`src/rtl/reg_write_arbiter_if.sv`:
```
// Write-port bundle between requesters (master side) and reg_write_arbiter (slave side).
interface reg_write_arbiter_if #(
  parameter int NUM_REQ  = 4,
  parameter int WIDTH    = 8,
  parameter int NUM_REGS = 4,
  parameter int ADDR_W   = 2
);
  logic [NUM_REQ-1:0]        req;
  logic [NUM_REQ*ADDR_W-1:0] req_addr;
  logic [NUM_REQ*WIDTH-1:0]  req_data;
  logic                      hold;
  logic [NUM_REQ-1:0]        gnt;
  logic [NUM_REGS-1:0]       load;
  logic [WIDTH-1:0]          wdata;
  logic                      addr_err;
  logic                      busy;

  modport master (
    output req, req_addr, req_data, hold,
    input  gnt, load, wdata, addr_err, busy
  );

  modport slave (
    input  req, req_addr, req_data, hold,
    output gnt, load, wdata, addr_err, busy
  );
endinterface

```
`src/rtl/reg_write_arbiter.sv`:
```
// Round-robin arbiter sharing one write port into a bank of loadable registers.
// Define REG_WRITE_ARB_FIXED_PRIO_EN for fixed priority (requester 0 highest, no pointer).
module reg_write_arbiter #(
  parameter int NUM_REQ  = 4,
  parameter int WIDTH    = 8,
  parameter int NUM_REGS = 4,
  parameter int ADDR_W   = 2
) (
  input logic               clk,
  input logic               rst,
  reg_write_arbiter_if.slave bus
);
  localparam int PTR_W = $clog2(NUM_REQ);

  logic [NUM_REQ-1:0]  gnt_q, gnt_d;
  logic [NUM_REGS-1:0] load_q, load_d;
  logic [WIDTH-1:0]    wdata_q, wdata_d;
  logic                addr_err_q, addr_err_d;
  logic [PTR_W-1:0]    ptr_q, ptr_d;

  logic [NUM_REQ-1:0]  elig;
  logic                found;
  logic [PTR_W-1:0]    win;
  logic [ADDR_W-1:0]   win_addr;

  // The requester granted this cycle is masked so a late-dropped req is not granted twice.
  assign elig = bus.req & ~gnt_q;

  always_comb begin : pick
    int idx;
    logic [PTR_W-1:0] sel;
    found = 1'b0;
    win   = '0;
    idx   = 0;
    sel   = '0;
    for (int k = 0; k < NUM_REQ; k++) begin
      idx = int'(ptr_q) + k;
      if (idx >= NUM_REQ) idx = idx - NUM_REQ;
      sel = PTR_W'(idx);
      if (!found && elig[sel]) begin
        found = 1'b1;
        win   = sel;
      end
    end
  end

  assign win_addr = bus.req_addr[int'(win)*ADDR_W +: ADDR_W];

  always_comb begin : next_state
    gnt_d      = '0;
    load_d     = '0;
    addr_err_d = 1'b0;
    wdata_d    = wdata_q;
    ptr_d      = ptr_q;
    if (!bus.hold && found) begin
      gnt_d   = NUM_REQ'(1) << win;
      wdata_d = bus.req_data[int'(win)*WIDTH +: WIDTH];
      // Out-of-range targets still get a grant so the requester is released.
      if (int'(win_addr) < NUM_REGS) load_d = NUM_REGS'(1) << win_addr;
      else addr_err_d = 1'b1;
`ifndef REG_WRITE_ARB_FIXED_PRIO_EN
      ptr_d = (int'(win) == NUM_REQ - 1) ? '0 : win + 1'b1;
`endif
    end
`ifdef REG_WRITE_ARB_FIXED_PRIO_EN
    ptr_d = '0;
`endif
  end

  always_ff @(posedge clk or posedge rst) begin
    if (rst) begin
      gnt_q      <= '0;
      load_q     <= '0;
      wdata_q    <= '0;
      addr_err_q <= 1'b0;
      ptr_q      <= '0;
    end else begin
      gnt_q      <= gnt_d;
      load_q     <= load_d;
      wdata_q    <= wdata_d;
      addr_err_q <= addr_err_d;
      ptr_q      <= ptr_d;
    end
  end

  assign bus.gnt      = gnt_q;
  assign bus.load     = load_q;
  assign bus.wdata    = wdata_q;
  assign bus.addr_err = addr_err_q;
  assign bus.busy     = |bus.req;
endmodule

```
`src/flat_wrapper.sv`:
```
// flat-port wrapper written by rule: the top's interface ports become plain ports
module reg_write_arbiter_flat 
#(
  parameter int NUM_REQ  = 4,
  parameter int WIDTH    = 8,
  parameter int NUM_REGS = 4,
  parameter int ADDR_W   = 2
)
  (clk, rst, bus_req, bus_req_addr, bus_req_data, bus_hold, bus_gnt, bus_load, bus_wdata, bus_addr_err, bus_busy);
  reg_write_arbiter_if #(.NUM_REQ(NUM_REQ), .WIDTH(WIDTH), .NUM_REGS(NUM_REGS), .ADDR_W(ADDR_W)) bus_i ();
  input logic clk;
  input logic rst;
  input wire logic [$bits(bus_i.req)-1:0] bus_req;
  input wire logic [$bits(bus_i.req_addr)-1:0] bus_req_addr;
  input wire logic [$bits(bus_i.req_data)-1:0] bus_req_data;
  input wire logic [$bits(bus_i.hold)-1:0] bus_hold;
  output wire logic [$bits(bus_i.gnt)-1:0] bus_gnt;
  output wire logic [$bits(bus_i.load)-1:0] bus_load;
  output wire logic [$bits(bus_i.wdata)-1:0] bus_wdata;
  output wire logic [$bits(bus_i.addr_err)-1:0] bus_addr_err;
  output wire logic [$bits(bus_i.busy)-1:0] bus_busy;
  assign bus_i.req = bus_req;
  assign bus_i.req_addr = bus_req_addr;
  assign bus_i.req_data = bus_req_data;
  assign bus_i.hold = bus_hold;
  assign bus_gnt = bus_i.gnt;
  assign bus_load = bus_i.load;
  assign bus_wdata = bus_i.wdata;
  assign bus_addr_err = bus_i.addr_err;
  assign bus_busy = bus_i.busy;
  reg_write_arbiter #(.NUM_REQ(NUM_REQ), .WIDTH(WIDTH), .NUM_REGS(NUM_REGS), .ADDR_W(ADDR_W)) u_core (.clk(clk), .rst(rst), .bus(bus_i));
endmodule
```
`config.mk`:
```
export PLATFORM = sky130hd
export DESIGN_NAME = reg_write_arbiter_flat
export DESIGN_NICKNAME = d
export VERILOG_FILES = /design/src/rtl/reg_write_arbiter_if.sv /design/src/rtl/reg_write_arbiter.sv /design/src/flat_wrapper.sv
export SDC_FILE = /design/constraint.sdc
export NUM_CORES = 1
export LEC_CHECK = 0
export BUFFER_PORTS_ARGS = -buffer_cell sky130_fd_sc_hd__buf_2
export CORE_MARGIN = 2
export CORE_UTILIZATION = 47
export CTS_CLUSTER_SIZE = 10
export DETAILED_ROUTE_END_ITERATION = 6
export PLACE_DENSITY = 0.89
export RECOVER_POWER = 25
export SYNTH_ARGS = -nofsm -noshare
export SYNTH_HDL_FRONTEND = slang
export SYNTH_SLANG_ARGS = --single-unit
```
`constraint.sdc`:
```
create_clock -name clk -period 5.1 [get_ports clk]
set_input_delay 0 -clock clk [delete_from_list [all_inputs] [get_ports clk]]
set_output_delay 0 -clock clk [all_outputs]
set_load 0.05 [all_outputs]
```
# Yosys cells after proc, flatten, opt, wreduce, memory -nomap -nowiden
# Index checks and enable logic that the tools add are counted.
[word_totals] out_inout_bits=18 register_bits=18 word_cells=59 in_bits=47
[op_classes] add_sub_neg=8 bitwise=2 reduce_logical=9 muxes=23 n_lt_le_gt_ge=8 n_shift=4 n_eq_ne=1
[op_table] op="variable part select 32 x 6 -> 8 bit" count=1
[op_table] op="2-to-1 mux 2 bit" count=9
[op_table] op="less-than comparator 2 x 3 -> 1 bit (second input constant)" count=4
[op_table] op="greater-or-equal comparator 3 bit (second input constant)" count=3
[op_table] op="binary-select mux 1 bit (select 2 bit)" count=4
[op_table] op="2-to-1 mux 1 bit" count=8
[op_table] op="2-to-1 mux 4 bit" count=2
[op_table] op="variable part select 8 x 4 -> 2 bit" count=1
[op_table] op="<< shifter 1 x 2 -> 4 bit (first input constant)" count=2
[op_table] op="subtractor 2 x 1 -> 2 bit (second input constant)" count=4
[op_table] op="adder 2 x 2 -> 3 bit (second input constant)" count=2
[op_table] op="AND 4 bit" count=1
[op_table] op="logical AND 1 bit" count=4
[op_table] op="logical NOT 1 bit" count=4
[op_table] op="NOT 4 bit" count=1
[op_table] op="OR reduction 4 bit" count=1
[op_table] op="adder 2 x 1 -> 3 bit (second input constant)" count=1
[op_table] op="greater-or-equal comparator 2 x 3 -> 1 bit (second input constant)" count=1
[op_table] op="adder 2 x 1 -> 2 bit (second input constant)" count=1
[op_table] op="equality test 2 x 1 -> 1 bit (second input constant)" count=1

# Depth between registers and ports, before layout
# Gate-level depths: netlist of the first run.
[logic_depth] ltp_word=17 depth_mapped=10 mapped_depth_nobuf=7

# Least setup slack after synthesis of the first run
# OpenSTA, ideal clock, no wires.
[synth_timing] path_kind="register to register" start="register u_core.gnt_q[3] (netlist: u_core.bus.gnt[3])" end="register u_core.ptr_q[1]" path_stages_with_launch=11 n_path_buf=3 setup_time_ps=142 path_slack_ps=2911 required_time_ps=4958 arrival_ps=2047 period_less_slack_ps=2189 cell_sequence="dfrtp_1 and2b_1 o221ai_1 a21o_1 buf_6 buf_8 buf_6 inv_1 ha_1 nand2_1 o21ai_0"
[synth_via] elab_chain_cells=16 elab_cells_between_ends=28 classes_between="add/sub: 1; eq/ne: 1; mux: 17; bitwise: 2; reduce/logical: 7"
[synth_lines] element="from (decl)" line_no="reg_write_arbiter.sv:15" text="logic [NUM_REQ-1:0] gnt_q, gnt_d;"
[synth_lines] element="from (signal assigned)" line_no="reg_write_arbiter.sv:78" text="gnt_q <= gnt_d;"
[synth_lines] element="NOT 4 bit (*)" line_no="reg_write_arbiter.sv:27" text="assign elig = bus.req & ~gnt_q;"
[synth_lines] element="AND 4 bit (*)" line_no="reg_write_arbiter.sv:27"
[synth_lines] element="binary-select mux 1 bit (select 2 bit)" line_no="reg_write_arbiter.sv:40" text="if (!found && elig[sel]) begin"
[synth_lines] element="2-to-1 mux 1 bit (implied by the code)" line_no="reg_write_arbiter.sv:40"
[synth_lines] element="2-to-1 mux 1 bit" line_no="reg_write_arbiter.sv:40"
[synth_lines] element="logical NOT 1 bit" line_no="reg_write_arbiter.sv:40"
[synth_lines] element="logical AND 1 bit" line_no="reg_write_arbiter.sv:40"
[synth_lines] element="2-to-1 mux 1 bit" line_no="reg_write_arbiter.sv:40"
[synth_lines] element="logical NOT 1 bit" line_no="reg_write_arbiter.sv:40"
[synth_lines] element="logical AND 1 bit" line_no="reg_write_arbiter.sv:40"
[synth_lines] element="2-to-1 mux 1 bit" line_no="reg_write_arbiter.sv:40"
[synth_lines] element="logical NOT 1 bit" line_no="reg_write_arbiter.sv:40"
[synth_lines] element="logical AND 1 bit" line_no="reg_write_arbiter.sv:40"
[synth_lines] element="2-to-1 mux 2 bit" line_no="reg_write_arbiter.sv:40"
[synth_lines] element="adder 2 x 1 -> 2 bit or equality test 2 x 1 -> 1 bit (tied branches)" line_no="reg_write_arbiter.sv:62" text="ptr_d = (int'(win) == NUM_REQ - 1) ? '0 : win + 1'b1;"
[synth_lines] element="2-to-1 mux 2 bit" line_no="reg_write_arbiter.sv:62"
[synth_lines] element="to (signal assigned)" line_no="reg_write_arbiter.sv:82" text="ptr_q <= ptr_d;"
[synth_lines] element="to (decl)" line_no="reg_write_arbiter.sv:19" text="logic [PTR_W-1:0] ptr_q, ptr_d;"
# Every way passes the cells marked *; elsewhere a longest branch is shown, timed or not. The select of a mux whose other input is x is not followed.
# A chain may end at the register's enable or synchronous reset.

# Worst setup path in the final report of the first run
[layout_timing] start="register u_core.gnt_q[0] (netlist: u_core.bus.gnt[0])" end="register u_core.ptr_q[1]"
# Same word-level chain as after synthesis.

==> results of run 1 <==
==> cell families (layout without fill, tap and decap cells) <==
family                     Yosys count  after routing  synth area share [%]
and+or+nand+nor                     28             28                  15.3
buffers and inverters               10             71                  6.56
other                                1              1                 0.328
AOI/OAI and AO/OA                   19             19                  14.4
muxes                               22             22                  19.7
adders and majority gates            4              4                  4.37
DFF                                 18             18                  39.3
==> Yosys cell counts <==
library cell and n:
nand2b_2 1, inv_1 4, conb_1 1, dfrtp_1 18, o22ai_1 1, buf_8 1, a31oi_4 1, mux2_2 1
buf_4 1, mux2i_1 20, and2b_1 1, nand2b_1 2, nor4b_1 1, nor2b_1 1, a31oi_1 1, nor2_1 1
nor3_1 1, nor2b_4 1, o21ai_0 1, o21ai_1 1, ha_1 4, a21o_1 1, nand2b_4 1, a221o_1 1
a31o_2 1, nand2_1 10, o221ai_1 10, mux2i_2 1, clkbuf_1 1, and2_1 5, or4_1 1, buf_6 3
o21bai_1 1, nand2_2 1, nor3b_2 1
==> worst max path at each step <==
stage,start,to,depth (start not counted)
floorplan,u_core.bus.gnt[3],u_core.ptr_q[1],10
global placement,u_core.bus.gnt[0],u_core.ptr_q[1],7
detailed placement,u_core.bus.gnt[0],u_core.ptr_q[1],7
CTS,u_core.bus.gnt[0],u_core.ptr_q[1],7
global route,u_core.bus.gnt[0],u_core.ptr_q[1],7
finish,u_core.bus.gnt[0],u_core.ptr_q[1],7
==> worst reg2reg max path, delay by kind of cell (launching register included) <==
kind | cells | cell delay, ns
buffers and inverters | 1 | 0.22
DFF | 1 | 0.40
adders and majority gates | 1 | 0.35
and+or+nand+nor | 2 | 0.27
AOI/OAI and AO/OA | 3 | 1.16
==> stage by stage <==
step,power [W],setup WS [ns]
finish,0.000828,2.55
global route,0.000880,2.40
CTS,0.000836,2.52
detailed placement,0.000766,2.54
global placement,0.000746,2.72
floorplan,0.000679,2.91
==> timing repair <==
action	in CTS	in global routing
endpoints found under the hold margin	18	0
hold buffers	1	0
setup endpoints to repair	0	0
==> state kept, by name, indices dropped and copies added (netlist names) <==
register,cells
u_core.bus.gnt,4
u_core.ptr_q,2
u_core.bus.wdata,8
u_core.bus.load,4
==> layout by cell type, fill, tap and decap left out, drive strengths merged <==
master / count
and2: 5
conb: 1
o21ai: 2
clkbuf: 7
nor3: 1
nor4b: 1
ha: 4
a31oi: 2
or4: 1
o22ai: 1
dfrtp: 18
inv: 4
nor3b: 1
nand2: 11
a221o: 1
a31o: 1
mux2i: 21
and2b: 1
a21o: 1
mux2: 1
nor2: 1
nor2b: 2
nand2b: 4
buf: 59
o21bai: 1
o221ai: 10
dlygate4sd3: 1
==> final cells by class <==
type                       instances  area (um2)
timing repair buffer              64         320
fill                             212         792
tap                               28        35.0
inverter                           4        15.0
multi-input combinational         74         619
clock buffer                       3        22.5
sequential                        18         450
==> power breakdown <==
group          internal, W  switching [W]
registers         0.000198      0.0000354
logic             0.000175       0.000352
clock network    0.0000275      0.0000410
==> layer usage <==
layer | track usage (%) | up-vias | wire length, um
met3 | 3.39 | 4 | 241
li1 | - | 495 | -
met1 | 23.8 | 450 | 1070
met5 | 0 | - | 0
met2 | 34.6 | 58 | 1260
met4 | 8.97 | 0 | 51
==> metrics.cfg, run 1 <==
[run_status]
status = finished clean

[placement]
gp_congestion = 0.659
portBuffers = 63
place_area_um2 = 1440
dp_hpwl_mm = 2.13
dp.cells = 187

[grt]
overflow = 0
grt_pass1_wl_mm = 4.05
grt.total_usage_pct = 20.0
grt_max_degree = 24
antenna_found_initial = 0
grt_pass1_vias = 956

[route]
vias = 1007
drt-total-wl_mm = 2.62
wl_per_cell_um = 13.7
drtIter0Drc = 10
viasPerCell = 5.27
ant_nets = 0
drt-pass1-iter-count = 4
drc = 0

[floorplanning]
start_util_pct = 50.8
num_rows = 17
fp.dieW_um = 53.4
ios = 65
die_h_um = 53.4
core_um2 = 2250
dieArea_um2 = 2850

[sta]
slew_violations = 0
finalCritPeriodShare_pct = 49.9
fmax_mhz = 393
setup_tns_ns = 0
grt_setup_unrepaired = false
finClkSkew_ns = 0.00101
worst_slew_pin_slew_ns = 1.10
slew_headroom_pct = 26.4
whs_ns = 0.0148
setup_viol = 0
timing.final.hold_violations = 0
min_period_ns = 2.55

[cts]
cts-resized-gates = 0
cts_tree = done
clkSinkCount = 18
path_clk_slew_ns = 0.09
clock-root-buffer = clkbuf_4
post_cts_buffers = 0
htreeDepth = 1
clock_latency_ns = 0.29
cts.path.max_buffers = 2
cts_buffers = 3

[flow_run]
drv_cap = 0

[worst_setup_path]
rrSetupSlack_ns = 2.55
worst_setup_path_end_kind = flip-flop
critPathMaxFanout = 23
path_delay_family = compound AO/OA/AOI/OAI gates
worstRegToRegCells = 7
crit_type = reg -> reg
path_buf_inv = 1
worstPathRequired_ns = 5.25
rr_startpoint = u_core.bus.gnt[0]
reg2reg_to = u_core.ptr_q[1]
crit_arrival_ns = 2.70
worstPathCellList = nand2b_2, o221ai_1, a21o_1, inv_1, ha_1, nand2_1, o21ai_0
cp_slowest_cell = a21o_1
start_kind = flip-flop
critPathMaxStageDelay_ns = 0.88

[hold_path]
hp-start = bus_req_data[27]
worstHoldPathCells = 3
hold_class = in -> reg
min_to = u_core.bus.wdata[3]

[layout]
drive_gt1_share_pct = 43.6
area_growth_pct = 27.8
fin_area_um2 = 1460
utilization_pct = 64.9
final_cells = 191
fin_nets = 216
antenna_cells = 0

[synth]
syn_avg_cell_area_um2 = 11.2
synth_top_area_share_pct = 39.3
yosysWarnings = 0
ys_seq_area_share_pct = 39.3
synthDistinctLibCells = 35
netlist_instances = 102
yosys_register_bits = 18
syn-num-nets = 153
synthTopCellsByArea = dfrtp_1, mux2i_1, o221ai_1, ha_1, nand2_1
synth_top_cell_by_area = dfrtp_1
netlist_area_um2 = 1140

[power_and_ir_drop]
ir_drop_v = 0.000387
power_density_nw_per_um2 = 566
p_leak_nw = 0.810

Power figures use the tool's default switching activity.
==> inputs of run 2 (changes only) <==
--- a/config.mk
+++ b/config.mk
@@ -5,12 +5,13 @@
 export SDC_FILE = /design/constraint.sdc
 export NUM_CORES = 1
 export LEC_CHECK = 0
+export ABC_AREA = 1
 export BUFFER_PORTS_ARGS = -buffer_cell sky130_fd_sc_hd__buf_2
 export CORE_MARGIN = 2
-export CORE_UTILIZATION = 47
+export CORE_UTILIZATION = 49
 export CTS_CLUSTER_SIZE = 10
 export DETAILED_ROUTE_END_ITERATION = 6
-export PLACE_DENSITY = 0.89
+export PLACE_DENSITY = 0.85
 export RECOVER_POWER = 25
 export SYNTH_ARGS = -nofsm -noshare
 export SYNTH_HDL_FRONTEND = slang
==> constraint.sdc (replaced) <==
create_clock -name clk -period 2.4 [get_ports clk]
set_input_delay 0 -clock clk [delete_from_list [all_inputs] [get_ports clk]]
set_output_delay 0 -clock clk [all_outputs]
set_load 0.05 [all_outputs]
==> run 2 against run 1 <==
Effect of this change: final cell count grew 89%; maximum frequency increased by 17%; die area up 31%; sequential share of layout area shrank 7.7 points; largest cell class unchanged.
==> metrics.cfg, run 2 <==
[sta]
finalCritPeriodShare_pct = 90.7  ; +41 points
setup_viol = 0  ; unchanged
slew_headroom_pct = 56.8  ; +30 points
finClkSkew_ns = 0.00527  ; +0.00426 ns
slew_violations = 0  ; unchanged
setup_tns_ns = 0  ; unchanged
grt_setup_unrepaired = false
min_period_ns = 2.18  ; -0.368 ns
timing.final.hold_violations = 0  ; unchanged
fmax_mhz = 459  ; +17%
worst_slew_pin_slew_ns = 0.648  ; -0.456 ns

[cts]
htreeDepth = 1  ; unchanged
clock-root-buffer = clkbuf_4
path_clk_slew_ns = 0.10  ; about the same
cts_buffers = 3  ; unchanged
clkSinkCount = 18  ; unchanged
cts.path.max_buffers = 2  ; unchanged
clock_latency_ns = 0.29  ; about the same
cts_tree = done
post_cts_buffers = 0  ; unchanged

[synth]
synth-xor-area-share_pct = 0  ; unchanged
yosysMostFrequentCell = nand2_1
syn-num-nets = 308  ; +100%
synth_top_area_share_pct = 28.2  ; -11 points
yosys_register_bits = 18  ; unchanged
yosysWarnings = 0  ; unchanged
synth-simple-area-share_pct = 49.1  ; +34 points
ys_top_cells_by_count = nand2_1, nand3_1, inv_1
synthArstFlopShare_pct = 100  ; unchanged
synth_mux_area_share_pct = 0  ; -20 points
yosys_most_used_dff = dfrtp_1
synthDistinctLibCells = 24  ; -31%
synthAdderAreaFrac_pct = 3.13  ; -1.2 points
synth_top_cell_by_area = dfrtp_1
synthTopCellsByArea = dfrtp_1, nand2_1, nand3_1, inv_1, nand3_2
ys_seq_area_share_pct = 28.2  ; -11 points
synth_edf_count = 0  ; unchanged
synth_compound_gate_area_share_pct = 1.88  ; -13 points
netlist_instances = 257  ; +150%
syn_avg_cell_area_um2 = 6.22  ; -45%
synth_top_family_by_area = simple AND/OR/NAND/NOR gates
netlist_area_um2 = 1600  ; +40%

[route]
ant_nets = 0  ; unchanged
drt-pass1-iter-count = 4  ; unchanged
viasPerCell = 4.85  ; -8.0%
wl_per_cell_um = 10.3  ; -25%
vias = 1751  ; +74%
drtIter0Drc = 51  ; +41
drc = 0  ; unchanged
drt-total-wl_mm = 3.71  ; +41%

[placement]
portBuffers = 63  ; unchanged
dp_hpwl_mm = 2.94  ; +38%
dp.cells = 356  ; +90%
gp_congestion = 0.897  ; +36%

[hold_path]
hp-start = bus_hold
min_to = u_core.ptr_q[1]
worstHoldPathCells = 3  ; unchanged
hold_class = in -> reg

[floorplanning]
die_h_um = 61.1  ; +15%
num_rows = 20  ; +3
fp.dieW_um = 61.1  ; +15%
core_um2 = 3080  ; +37%
start_util_pct = 52.0  ; +1.2 points
dieArea_um2 = 3740  ; +31%
ios = 65  ; unchanged

[layout]
largest_reg_flops = 8  ; unchanged
area_growth_pct = 22.1
final_common_cell = nand2_1
seqCellArea_um2 = 450  ; unchanged
antenna_cells = 0  ; unchanged
multiInputGateArea_um2 = 873  ; +41%
drive_gt1_share_pct = 27.4  ; -16 points
final_cell_mix = nand2_1, buf_2, nand3_1
final_cells = 361  ; +89%
fillers = 299  ; +41%
fin_nets = 369  ; +71%

[worst_setup_path]
worstRegToRegCells = 10  ; +3
worstPathRequired_ns = 2.57  ; -2.68 ns
rrSetupSlack_ns = 0.22  ; -2.33 ns
worst_setup_path_end_kind = flip-flop
rr_startpoint = u_core.ptr_q[0]
reg2reg_to = u_core.ptr_q[1]
crit_arrival_ns = 2.34  ; -0.36 ns
start_kind = flip-flop
crit_type = reg -> reg
critPathMaxFanout = 14  ; -39%

[run_status]
status = finished clean

[grt]
grt_max_degree = 23  ; -4.2%
grt_util_met2_pct = 40.0  ; +5.4 points
antenna_found_initial = 0  ; unchanged
globalRouteMet3Util_pct = 4.41  ; +1.0 points
grt_pass1_vias = 1407  ; +47%
grt.total_usage_pct = 20.6  ; +0.61 points
grt_use_met1_pct = 24.4  ; +0.61 points
overflow = 0  ; unchanged
grt_pass1_wl_mm = 5.82  ; +44%
gr-max-usage-layer = met2

[flow_run]
drv_cap = 0  ; unchanged

## run 2: cell count changes after synthesis, sizes merged, moves of 10 or more
| cell | previous run | this run |
|---|---|---|
| inv | 4 | 49 |
| mux2i | 21 | 0 |
| nand2 | 11 | 88 |
| nand3 | 0 | 63 |
| nor2 | 1 | 13 |
| o221ai | 10 | 0 |
## run 2: how the worst max path moves through the flow
| stage | from | cells after the start | end | slack (ns) |
|---|---|---|---|---|
| finish | u_core.ptr_q[0] | 10 | u_core.ptr_q[1] | 0.22 |
| detailed placement | u_core.ptr_q[0] | 9 | u_core.bus.load[3] | 0.24 |
| global route | u_core.ptr_q[0] | 10 | u_core.ptr_q[1] | 0.04 |
| floorplan | u_core.bus.gnt[3] | 12 | u_core.ptr_q[1] | 0.33 |
| CTS | u_core.ptr_q[0] | 9 | u_core.bus.gnt[1] | 0.21 |
| global placement | u_core.ptr_q[0] | 9 | u_core.bus.gnt[0] | 0.27 |
## run 2: metal layers
metal	part of all wire, %	wire [um]	vias up
met5	0	0	-
met4	0	0	0
met3	6.5	241	0
met2	51	1900	60
met1	42	1570	782
li1	-	-	909
## run 2: area by class of cell
class                           instances  area share [%]
Sequential cell                        18            23.1
Clock buffer                            4            1.86
Multi-Input combinational cell        178            44.7
Tap cell                               44            2.82
Inverter                               49            9.55
Timing Repair Buffer                   68            18.0
## run 2: kinds of logic (layout without fill, tap and decap cells)
kind of cell    Yosys count  after routing
buf+inv                  61            121
compound gates            5              5
other cells               1              1
fa+ha+maj                 4              4
flops                    18             18
simple gates            168            168
## run 2: metrics by stage
step	setup WS, ns	hold WS [ns]	instance area, um2	util, %
2_1_floorplan	0.329	-0.0614	1600	-
3_3_place_gp	0.266	0.120	1910	61.9
3_5_place_dp	0.240	0.128	1910	61.9
4_1_cts	0.209	0.0480	1950	63.4
5_1_grt	0.0367	0.0561	1950	63.5
6_report	0.223	0.0517	1950	63.5
## run 2: worst max-delay path: stages, from the launching register on
cell and delay, ns:
dfrtp_1 0.59, nand3_1 0.22, nand2_1 0.17, nand2_1 0.07, nand2_1 0.09, nor2_2 0.06
nand3_1 0.08, nand3_2 0.26, ha_1 0.37, nand2_1 0.07, o21ai_0 0.07
## run 2: what timing repair did
action	CTS	global route
hold endpoints to repair	18	0
hold buffers	1	0
endpoints found under the setup margin	0	11
gates resized for setup	0	1
Power of run 2 is left out: the tool's default activity adds up to more than one toggle a clock period on the data nets, which glitch-free logic cannot reach.
==> inputs of run 3 (changes only) <==
--- a/config.mk
+++ b/config.mk
@@ -6,13 +6,12 @@
 export NUM_CORES = 1
 export LEC_CHECK = 0
 export ABC_AREA = 1
-export BUFFER_PORTS_ARGS = -buffer_cell sky130_fd_sc_hd__buf_2
+export BUFFER_PORTS_ARGS = -buffer_cell sky130_fd_sc_hd__buf_4
 export CORE_MARGIN = 2
 export CORE_UTILIZATION = 49
 export CTS_CLUSTER_SIZE = 10
 export DETAILED_ROUTE_END_ITERATION = 6
 export PLACE_DENSITY = 0.85
-export RECOVER_POWER = 25
 export SYNTH_ARGS = -nofsm -noshare
 export SYNTH_HDL_FRONTEND = slang
 export SYNTH_SLANG_ARGS = --single-unit
==> run 3 against run 2 <==
Effect of this change: non-clock buffer count unchanged; global-route usage is 2.5 points higher; sequential cell count stayed put; worst hold slack worse by 0.034 ns; sequential share of layout area down 1.6 points; via count increased by 1.4%; worst setup slack lost 0.022 ns; maximum frequency down 1.0%; highest routed layer is now met4.
==> metrics.cfg, run 3 (synthesis results as in run 2) <==
[run_status]
status = finished clean

[worst_setup_path]
crit_arrival_ns = 2.37  ; +0.03 ns
worstPathRequired_ns = 2.57  ; about the same
critPathMaxFanout = 14  ; unchanged
worstRegToRegCells = 10  ; unchanged
start_kind = flip-flop
worst_setup_path_end_kind = flip-flop
crit_type = reg -> reg

[layout]
fin_area_um2 = 2100  ; +7.6%
area_growth_pct = 31.4
largest_reg_flops = 8  ; unchanged
drive_gt1_share_pct = 28.2  ; +0.72 points
final_cell_mix = nand2_1, buf_4, nand3_1
fin_nets = 369  ; unchanged
final_common_cell = nand2_1
antenna_cells = 0  ; unchanged

[cts]
clock-root-buffer = clkbuf_4
path_clk_slew_ns = 0.09  ; about the same
clock_latency_ns = 0.29  ; about the same
cts_buffers = 3  ; unchanged
cts.path.max_buffers = 2  ; unchanged
post_cts_buffers = 0  ; unchanged
cts_tree = done
clkSinkCount = 18  ; unchanged
htreeDepth = 1  ; unchanged

[grt]
grt.total_usage_pct = 23.0  ; +2.5 points
globalRouteMet3Util_pct = 4.83  ; +0.42 points
antenna_found_initial = 0  ; unchanged
grt_pass1_wl_mm = 6.53  ; +12%
grt_use_met1_pct = 26.5  ; +2.0 points
grt_util_met2_pct = 42.7  ; +2.7 points
gr-max-usage-layer = met2
grt_pass1_vias = 1619  ; +15%
grt_max_degree = 23  ; unchanged
overflow = 0  ; unchanged

[power_and_ir_drop]
ir_drop_v = 0.000860
total_power_w = 0.00354
power_density_nw_per_um2 = 1690
p_leak_nw = 1.29

[sta]
finalCritPeriodShare_pct = 91.6  ; +0.93 points
min_period_ns = 2.20  ; +0.0222 ns
slew_violations = 0  ; unchanged
fmax_mhz = 455  ; -1.0%
finClkSkew_ns = 0.00208  ; -0.00319 ns
setup_viol = 0  ; unchanged
grt_setup_unrepaired = false
worst_slew_pin_slew_ns = 0.665  ; +0.0174 ns
slew_headroom_pct = 55.6  ; -1.2 points
setup_tns_ns = 0  ; unchanged
timing.final.hold_violations = 0  ; unchanged

[floorplanning]
start_util_pct = 52.0  ; unchanged
die_h_um = 61.1  ; unchanged
ios = 65  ; unchanged
core_um2 = 3080  ; unchanged
fp.dieW_um = 61.1  ; unchanged
num_rows = 20  ; unchanged
dieArea_um2 = 3740  ; unchanged

[route]
drt-total-wl_mm = 4.01  ; +8.3%
drt-pass1-iter-count = 4  ; unchanged
wl_per_cell_um = 11.1  ; +8.6%
drtIter0Drc = 58  ; +14%
vias = 1775  ; +1.4%
drc = 0  ; unchanged
viasPerCell = 4.93  ; +1.7%
ant_nets = 0  ; unchanged

[placement]
portBuffers = 63  ; unchanged
dp_hpwl_mm = 3.13  ; +6.6%
place_area_um2 = 2060  ; +8.3%
gp_congestion = 0.911  ; +1.6%

[hold_path]
hold_class = in -> reg
worstHoldPathCells = 4  ; +1

[flow_run]
drv_cap = 0  ; unchanged

run 3: changes by cell type in the layout (fill, tap and decap cells not counted), sizes merged:
cell,delta
clkbuf,-4
buf,+3
run 3: final timing paths:
| path | from | to | slack (ns) |
|---|---|---|---|
| max in group asynchronous | rst | u_core.bus.wdata[7] | 1.62 |
| setup / recovery | u_core.ptr_q[0] | u_core.ptr_q[1] | 0.20 |
| setup reg to reg | u_core.ptr_q[0] | u_core.ptr_q[1] | 0.20 |
| hold / removal | bus_hold | u_core.ptr_q[1] | 0.02 |
| min in group asynchronous | rst | u_core.bus.gnt[1] | 0.36 |
| hold reg to reg | u_core.bus.wdata[5] | u_core.bus.wdata[5] | 0.49 |
run 3: worst max-delay path: stages (launching register included):
cell	delay [ns]
dfrtp_1	0.58
nand3_1	0.21
nand3_1	0.12
nand2_1	0.12
nand2_1	0.11
nor2_2	0.05
nand3_1	0.09
nand3_2	0.27
ha_1	0.39
nand2_1	0.06
o21ai_0	0.07
run 3: layout make-up:
cell class / count / area [um2]
multi-input cells: 178 / 873
fillers: 307 / 977
repair buffers: 68 / 513
flip-flops and latches: 18 / 450
clock buffers: 3 / 22.5
inverters: 49 / 186
well taps: 44 / 55.1
run 3: timing repair:
action,CTS,global route
resized for setup,0,1
endpoints found under the hold margin,18,0
endpoints found under the setup margin,0,14
hold buffers,1,0
run 3: power by group:
part / internal [W] / total, W / switching [W] / leakage [nW]
logic: 0.000913 / 0.00285 / 0.00194 / 1.04
clock network: 0.0000584 / 0.000148 / 0.0000899 / 0.0138
registers: 0.000442 / 0.000543 / 0.000101 / 0.230
total: 0.00141 / 0.00354 / 0.00213 / 1.29
run 3: routing by layer:
layer	vias to the layer above	wire, um
met1	782	1610
met2	77	2050
met5	-	0
met4	0	61
met3	6	285
li1	910	-
run 3: metrics by stage:
step / hold slack [ns] / std cells / setup WS [ns] / utilization, %
CTS: 0.00766 / 360 / 0.148 / 68.1
finish: 0.0177 / 360 / 0.201 / 68.3
floorplan: -0.0614 / 257 / 0.329 / -
global route: 0.0205 / 360 / 0.0219 / 68.3
global placement: 0.128 / 356 / 0.253 / 67.0
detailed placement: 0.132 / 356 / 0.189 / 67.0
